### src/rtl/fl_fifo_pkg.sv
// fl_fifo_pkg: shared constants, width helpers and FSM state type for the FrameLink FIFO.
//
// Contents:
//   clog2        - constant ceil(log2) helper usable in port and parameter declarations
//   rem_width    - width of the FrameLink REM field for a given data width
//   entry_width  - width of one stored FIFO entry {DATA, REM, SOF_N, EOF_N, SOP_N, EOP_N}
//   t_fl_fifo_state - output FSM states used when FL_FIFO_STORE_AND_FORWARD_EN is defined

package fl_fifo_pkg;

    // Number of control flags stored alongside each word: SOF_N, EOF_N, SOP_N, EOP_N.
    localparam int unsigned FL_FLAG_COUNT = 4;

    function automatic int unsigned clog2(input int unsigned value);
        int unsigned result;
        result = 0;
        while ((result < 32) && ((64'd1 << result) < 64'(value))) begin
            result++;
        end
        return result;
    endfunction

    function automatic int unsigned rem_width(input int unsigned data_width);
        return clog2(data_width / 8);
    endfunction

    function automatic int unsigned entry_width(input int unsigned data_width);
        return data_width + rem_width(data_width) + FL_FLAG_COUNT;
    endfunction

    typedef enum logic {
        IDLE,
        SENDING
    } t_fl_fifo_state;

endpackage

### src/rtl/fl_fifo_mem.sv
// fl_fifo_mem: ITEMS x WIDTH register file backing the FrameLink FIFO.
//
// One synchronous write port, one asynchronous (combinational) read port so the
// FIFO head is visible in the same cycle the read pointer points at it. No reset:
// contents are only meaningful where the FIFO's pointers say an entry is valid.
//
// Ports:
//   clk_i    - clock, writes on the rising edge
//   we_i     - write enable
//   waddr_i  - write address
//   wdata_i  - write data
//   raddr_i  - read address
//   rdata_o  - read data (combinational from raddr_i)

module fl_fifo_mem
    import fl_fifo_pkg::*;
#(
    parameter int unsigned WIDTH = 71,
    parameter int unsigned ITEMS = 16
) (
    input  logic                      clk_i,
    input  logic                      we_i,
    input  logic [clog2(ITEMS)-1:0]   waddr_i,
    input  logic [WIDTH-1:0]          wdata_i,
    input  logic [clog2(ITEMS)-1:0]   raddr_i,
    output logic [WIDTH-1:0]          rdata_o
);

    logic [WIDTH-1:0] mem_q [ITEMS];

    always_ff @(posedge clk_i) begin
        if (we_i) begin
            mem_q[waddr_i] <= wdata_i;
        end
    end

    assign rdata_o = mem_q[raddr_i];

endmodule

### src/rtl/fl_fifo.sv
// fl_fifo: synchronous first-word-fall-through FrameLink FIFO.
//
// Accepts FrameLink words on RX and re-emits them verbatim on TX. No protocol
// checking is done; every word is stored as {DATA, REM, SOF_N, EOF_N, SOP_N, EOP_N}.
//
// Build option:
//   FL_FIFO_STORE_AND_FORWARD_EN - when defined, TX only starts a frame once its
//   EOF word is stored (or the FIFO is full, for frames longer than ITEMS).
//   When undefined the FIFO is cut-through: TX_SRC_RDY_N = EMPTY.
//
// Ports:
//   CLK, RESET_N          - clock and synchronous active-low reset
//   RX_*                  - FrameLink input (sink side), RX_DST_RDY_N driven here
//   TX_*                  - FrameLink output (source side), TX_DST_RDY_N from downstream
//   STATUS                - number of stored words, 0..ITEMS
//   FRAMES                - number of stored words carrying EOF_N=0
//   EMPTY, FULL           - STATUS==0, STATUS==ITEMS

module fl_fifo
    import fl_fifo_pkg::*;
#(
    parameter int unsigned DATA_WIDTH = 64,
    parameter int unsigned ITEMS      = 16
) (
    input  logic                              CLK,
    input  logic                              RESET_N,

    input  logic [DATA_WIDTH-1:0]             RX_DATA,
    input  logic [rem_width(DATA_WIDTH)-1:0]  RX_REM,
    input  logic                              RX_SOF_N,
    input  logic                              RX_EOF_N,
    input  logic                              RX_SOP_N,
    input  logic                              RX_EOP_N,
    input  logic                              RX_SRC_RDY_N,
    output logic                              RX_DST_RDY_N,

    output logic [DATA_WIDTH-1:0]             TX_DATA,
    output logic [rem_width(DATA_WIDTH)-1:0]  TX_REM,
    output logic                              TX_SOF_N,
    output logic                              TX_EOF_N,
    output logic                              TX_SOP_N,
    output logic                              TX_EOP_N,
    output logic                              TX_SRC_RDY_N,
    input  logic                              TX_DST_RDY_N,

    output logic [clog2(ITEMS):0]             STATUS,
    output logic [clog2(ITEMS):0]             FRAMES,
    output logic                              EMPTY,
    output logic                              FULL
);

    localparam int unsigned REM_W   = rem_width(DATA_WIDTH);
    localparam int unsigned ENTRY_W = entry_width(DATA_WIDTH);
    localparam int unsigned PTR_W   = clog2(ITEMS);
    localparam int unsigned CNT_W   = PTR_W + 1;

    localparam logic [CNT_W-1:0] FULL_CNT = CNT_W'(ITEMS);

    logic [PTR_W-1:0]   wr_ptr_q, wr_ptr_d;
    logic [PTR_W-1:0]   rd_ptr_q, rd_ptr_d;
    logic [CNT_W-1:0]   status_q, status_d;
    logic [CNT_W-1:0]   frames_q, frames_d;

    logic               empty;
    logic               full;
    logic               rx_dst_rdy_n;
    logic               tx_src_rdy_n;
    logic               wr_en;
    logic               rd_en;
    logic               wr_eof;
    logic               rd_eof;

    logic [ENTRY_W-1:0] wr_entry;
    logic [ENTRY_W-1:0] rd_entry;

    logic [DATA_WIDTH-1:0] head_data;
    logic [REM_W-1:0]      head_rem;
    logic                  head_sof_n;
    logic                  head_eof_n;
    logic                  head_sop_n;
    logic                  head_eop_n;

    // ------------------------------------------------------------------
    // Handshakes
    // ------------------------------------------------------------------
    assign empty = (status_q == '0);
    assign full  = (status_q == FULL_CNT);

    // Gating on FULL alone (not on a concurrent read) forbids write-through when full.
    assign rx_dst_rdy_n = full | ~RESET_N;

    assign wr_en  = ~RX_SRC_RDY_N & ~rx_dst_rdy_n;
    assign rd_en  = ~tx_src_rdy_n & ~TX_DST_RDY_N;
    assign wr_eof = wr_en & ~RX_EOF_N;
    assign rd_eof = rd_en & ~head_eof_n;

    // ------------------------------------------------------------------
    // Storage
    // ------------------------------------------------------------------
    assign wr_entry = {RX_DATA, RX_REM, RX_SOF_N, RX_EOF_N, RX_SOP_N, RX_EOP_N};

    fl_fifo_mem #(
        .WIDTH (ENTRY_W),
        .ITEMS (ITEMS)
    ) u_mem (
        .clk_i   (CLK),
        .we_i    (wr_en),
        .waddr_i (wr_ptr_q),
        .wdata_i (wr_entry),
        .raddr_i (rd_ptr_q),
        .rdata_o (rd_entry)
    );

    assign {head_data, head_rem, head_sof_n, head_eof_n, head_sop_n, head_eop_n} = rd_entry;

    // ------------------------------------------------------------------
    // Pointers and occupancy counters
    // ------------------------------------------------------------------
    always_comb begin
        wr_ptr_d = wr_ptr_q;
        rd_ptr_d = rd_ptr_q;
        status_d = status_q;
        frames_d = frames_q;

        if (wr_en) begin
            wr_ptr_d = wr_ptr_q + 1'b1;
        end
        if (rd_en) begin
            rd_ptr_d = rd_ptr_q + 1'b1;
        end

        unique case ({wr_en, rd_en})
            2'b10:   status_d = status_q + 1'b1;
            2'b01:   status_d = status_q - 1'b1;
            default: status_d = status_q;
        endcase

        unique case ({wr_eof, rd_eof})
            2'b10:   frames_d = frames_q + 1'b1;
            2'b01:   frames_d = frames_q - 1'b1;
            default: frames_d = frames_q;
        endcase
    end

    always_ff @(posedge CLK) begin
        if (!RESET_N) begin
            wr_ptr_q <= '0;
            rd_ptr_q <= '0;
            status_q <= '0;
            frames_q <= '0;
        end else begin
            wr_ptr_q <= wr_ptr_d;
            rd_ptr_q <= rd_ptr_d;
            status_q <= status_d;
            frames_q <= frames_d;
        end
    end

    // ------------------------------------------------------------------
    // TX valid generation
    // ------------------------------------------------------------------
`ifdef FL_FIFO_STORE_AND_FORWARD_EN
    t_fl_fifo_state state_q, state_d;
    logic           tx_src_rdy_n_q, tx_src_rdy_n_d;

    // The valid flag is registered from next-state values, so it equals the
    // IDLE/SENDING formula of the current cycle without a path from TX_DST_RDY_N.
    always_comb begin
        state_d = state_q;
        case (state_q)
            // A SOF word that is also EOF is a whole frame; stay in IDLE.
            IDLE:    if (rd_en && !head_sof_n && head_eof_n) state_d = SENDING;
            SENDING: if (rd_eof) state_d = IDLE;
        endcase

        if (state_d == SENDING) begin
            tx_src_rdy_n_d = (status_d == '0);
        end else begin
            // FULL fallback keeps frames longer than ITEMS from deadlocking.
            tx_src_rdy_n_d = !((frames_d != '0) || (status_d == FULL_CNT));
        end
    end

    always_ff @(posedge CLK) begin
        if (!RESET_N) begin
            state_q        <= IDLE;
            tx_src_rdy_n_q <= 1'b1;
        end else begin
            state_q        <= state_d;
            tx_src_rdy_n_q <= tx_src_rdy_n_d;
        end
    end

    assign tx_src_rdy_n = tx_src_rdy_n_q;
`else
    assign tx_src_rdy_n = empty;
`endif

    // ------------------------------------------------------------------
    // Outputs
    // ------------------------------------------------------------------
    assign RX_DST_RDY_N = rx_dst_rdy_n;
    assign TX_SRC_RDY_N = tx_src_rdy_n;

    assign TX_DATA  = head_data;
    assign TX_REM   = head_rem;
    // Flags read as inactive while nothing is stored (memory has no reset).
    assign TX_SOF_N = head_sof_n | empty;
    assign TX_EOF_N = head_eof_n | empty;
    assign TX_SOP_N = head_sop_n | empty;
    assign TX_EOP_N = head_eop_n | empty;

    assign STATUS = status_q;
    assign FRAMES = frames_q;
    assign EMPTY  = empty;
    assign FULL   = full;

endmodule

### config.mk
export PLATFORM = sky130hd
export DESIGN_NAME = fl_fifo
export DESIGN_NICKNAME = d
export VERILOG_FILES = /design/src/rtl/fl_fifo_pkg.sv /design/src/rtl/fl_fifo_mem.sv /design/src/rtl/fl_fifo.sv
export SDC_FILE = /design/constraint.sdc
export NUM_CORES = 1
export LEC_CHECK = 0
export BUFFER_PORTS_ARGS = -buffer_cell sky130_fd_sc_hd__buf_2
export CORE_MARGIN = 3
export CORE_UTILIZATION = 40
export DETAILED_ROUTE_END_ITERATION = 10
export HOLD_SLACK_MARGIN = 0.02
export PLACE_DENSITY_LB_ADDON = 0.2
export RECOVER_POWER = 50
export SLEW_MARGIN = 10
export SYNTH_ARGS = -nofsm -noshare
export SYNTH_HDL_FRONTEND = slang
export SYNTH_SLANG_ARGS = --single-unit
### constraint.sdc
create_clock -name CLK -period 9 [get_ports CLK]
set_input_delay 1.8 -clock CLK [delete_from_list [all_inputs] [get_ports CLK]]
set_output_delay 1.8 -clock CLK [all_outputs]
set_load 0.005 [all_outputs]
==> impl_results.md <==
- Setup violators final: 0
- Layout cells sized above 1: 31.2%
- Synth top area share: 77.5%
- CP Cell Sequence: buf_12 -> mux4_2 -> mux4_2 -> buf_2
- Syn Nets: 1838
- Hold buffers post-CTS: 0
- Cell mode on critical path: mux4_2
- Crit path max fanout: 102
- Die Span X: 338 um
- Largest net degree at the start of global routing: 126
- Hold path depth: 2
- Synth Cell Area: 44000 um2
- Hold Vio Cnt, Final: 0
- DIE HEIGHT: 338 um
- Worst slew margin: -14.1%
- RSZ-0062 raised after global routing: false
- Area of the multi-input gates: 8920 um2
- GP Congestion: 0.700
- Static leakage: 15.2 nW
- WP depth: 4
- Remaining DRCs: 0
- Clk_skew: 0.0312 ns
- Mapped Cells: 1750
- Pwr dens: 248 nW/um2
- Maxcap violations: 1
- DRT antenna net count: 0
- Synthesis-to-layout area growth: 13.9%
- Max Clk Rate: 176 MHz
- Clk root buf: clkbuf_16
- Maximum root-to-sink buffer count: 3
- Violated checks: max-capacitance violations, max-slew violations
- Die area: 114000 um2
- Crit. End Element: primary output
- Max-slew violation count: 15
- Worst-Skew Late Latency: 0.70 ns
- Most frequent cell after synthesis: edfxtp_1
- H-tree Lvls: 3
- Design area: 50100 um2
- Detailed Routing Iterations Pass 1: 5
- Peak VDD IR: 0.153 mV
- Tightest Pin Transition: 1.71 ns
- HP Class: flip-flop to flip-flop
- Worst EP arrival: 3.87 ns
- Fillers: 8986
- Dpl hpwl: 50000 um
- TritonCTS Sinks: 1158
- Vias: 19146
- Remaining Overflow, GRT: 0
- Final period utilization: 63.0%
- CP max stage cell: dfxtp_4
- Worst R2R Path Depth: 13
- Initial core utilization: 40.4%
- Main flop type after synthesis: edfxtp_1
- Reg clk slew, reported paths: 0.06 ns
- Net count, final: 2064
- Initial DRC Count: 1698
- Gates resized, CTS repair: 0
- Status: finished with violations
- Ys async rst share: 0%
- Commonest cells in the synthesized netlist: edfxtp_1, mux4_2, clkbuf_1, buf_6, dfxtp_1
- Area of placed instances: 46500 um2
- Largest area contributor in the netlist: edfxtp_1
- Register area share after synthesis: 78.5%
- Yosys cell types: 40
- Syn avg cell area: 25.1 um2
- Port Buf Inserts: 159
- #FFs+latches synth: 1158
- Routed len/inst: 27.9 um
- Post-CTS Setup Inserts: 0
- Worst Path Buf+Inv: 2
- Global Route Usage Sum: 17.4%
- DRT Wirelength: 97600 um
- Vias in the first global route: 20414
- Seq. cell area: 34600 um2
- Crit path launch type: flip-flop
- CP peak stage delay: 0.93 ns
- Num CTS Buffers: 117
- Core area: 109000 um2
- IO Count: 160
- Setup Crit Path Kind: flip-flop to primary output
- Row Count: 121
- Crit path required time: 7.20 ns
- Vias/cell: 5.48
- Ys Warns: 0
- Top post-synthesis cells by area: edfxtp_1, mux4_2, dfxtp_1
- Initial antenna violation count: 11
- Cell family contributing the most delay on the critical path: multiplexers
- Crit path time final: 5.67 ns
- First-pass GRT wire length: 143000 um
- Setup TNS: 0 ns
- Post-synth EDFFs: 1136
- CTS tree: done
[metal layers]
| layer | share of wire, % | vias up | global-route usage, % |
|---|---|---|---|
| met5 | 0.028 | - | 0 |
| met4 | 2.1 | 4 | 4.22 |
| met3 | 4.9 | 139 | 2.98 |
| met2 | 50 | 449 | 28.6 |
| met1 | 43 | 10513 | 24.4 |
| li1 | - | 8041 | - |
[state kept, by name (all words and copies together), names as in the netlist, named ones only]
signal       flops
u_mem.mem_q   1136
FRAMES           5
STATUS           5
rd_ptr_q         4
wr_ptr_q         4
[cell usage in the layout, fill, tap and decap left out, types with 9 or more instances in the layout]
cell and n:
clkbuf_1 108, bufinv_16 13, a21oi_1 12, and2_1 9, o21ai_0 11, clkinv_2 21, buf_4 29, nand2_1 18
diode_2 9, mux4_2 348, clkbuf_16 117, dfxtp_1 19, ha_1 12, edfxtp_1 1136, buf_2 83, mux2i_1 12
clkinv_1 25
[worst register-to-register path, stage by stage (launching register included)]
cell      delay (ns)
dfxtp_4         0.93
buf_12          0.57
mux4_2          0.63
and2_1          0.16
a211oi_1        0.23
a21oi_1         0.15
nor3_1          0.33
ha_1            0.40
xor2_1          0.21
ha_1            0.26
a21oi_1         0.07
xor2_1          0.17
or3_1           0.32
a21boi_0        0.19
[cell type report]
type,count,share of cell area [%]
clock inverters,68,1.41
inverters,9,0.0774
diodes,9,0.0449
flip-flops and latches,1158,69.0
multi-input cells,494,17.8
well taps,1414,3.53
repair buffers,196,2.12
clock buffers,148,6.07
[through the flow]
stage	std cells	util (%)	setup WS [ns]	total power [W]	hold slack, ns
finish	3496	46.0	3.33	0.0124	0.493
global route	3487	46.0	2.96	0.0129	0.524
CTS	3487	46.1	3.05	0.0126	0.495
detailed placement	3271	42.6	3.83	0.00783	0.480
global placement	3271	42.6	3.67	0.00781	0.469
floorplan	1750	-	1.08	0.00733	0.472
[final timing paths]
path	end	startpoint	slack (ns)
setup / recovery	TX_DATA[22]	flip-flop	3.33
hold / removal	FRAMES[4]$_SDFFE_PN0P_	FRAMES[4]$_SDFFE_PN0P_	0.49
setup reg to reg	FRAMES[2]$_SDFFE_PN0P_	flip-flop	4.28
hold reg to reg	FRAMES[4]$_SDFFE_PN0P_	FRAMES[4]$_SDFFE_PN0P_	0.49
[logic make-up after synthesis]
logic type / Yosys count / synth area share, %
DFF: 1158 / 78.5
buffers and inverters: 98 / 1.35
muxes: 363 / 18.2
xor gates and xnor gates: 12 / 0.239
and+or+nand+nor: 70 / 0.831
adders and majority gates: 13 / 0.387
AOI/OAI and AO/OA: 36 / 0.478
[power breakdown]
part / leakage, nW / switching, W / internal, W / total, W
Combinational: 2.98 / 0.000758 / 0.000785 / 0.00154
Clock: 1.83 / 0.00199 / 0.00276 / 0.00475
Sequential: 10.4 / 0.0000863 / 0.00603 / 0.00612
Note: power is estimated with default switching activity, not from simulation.
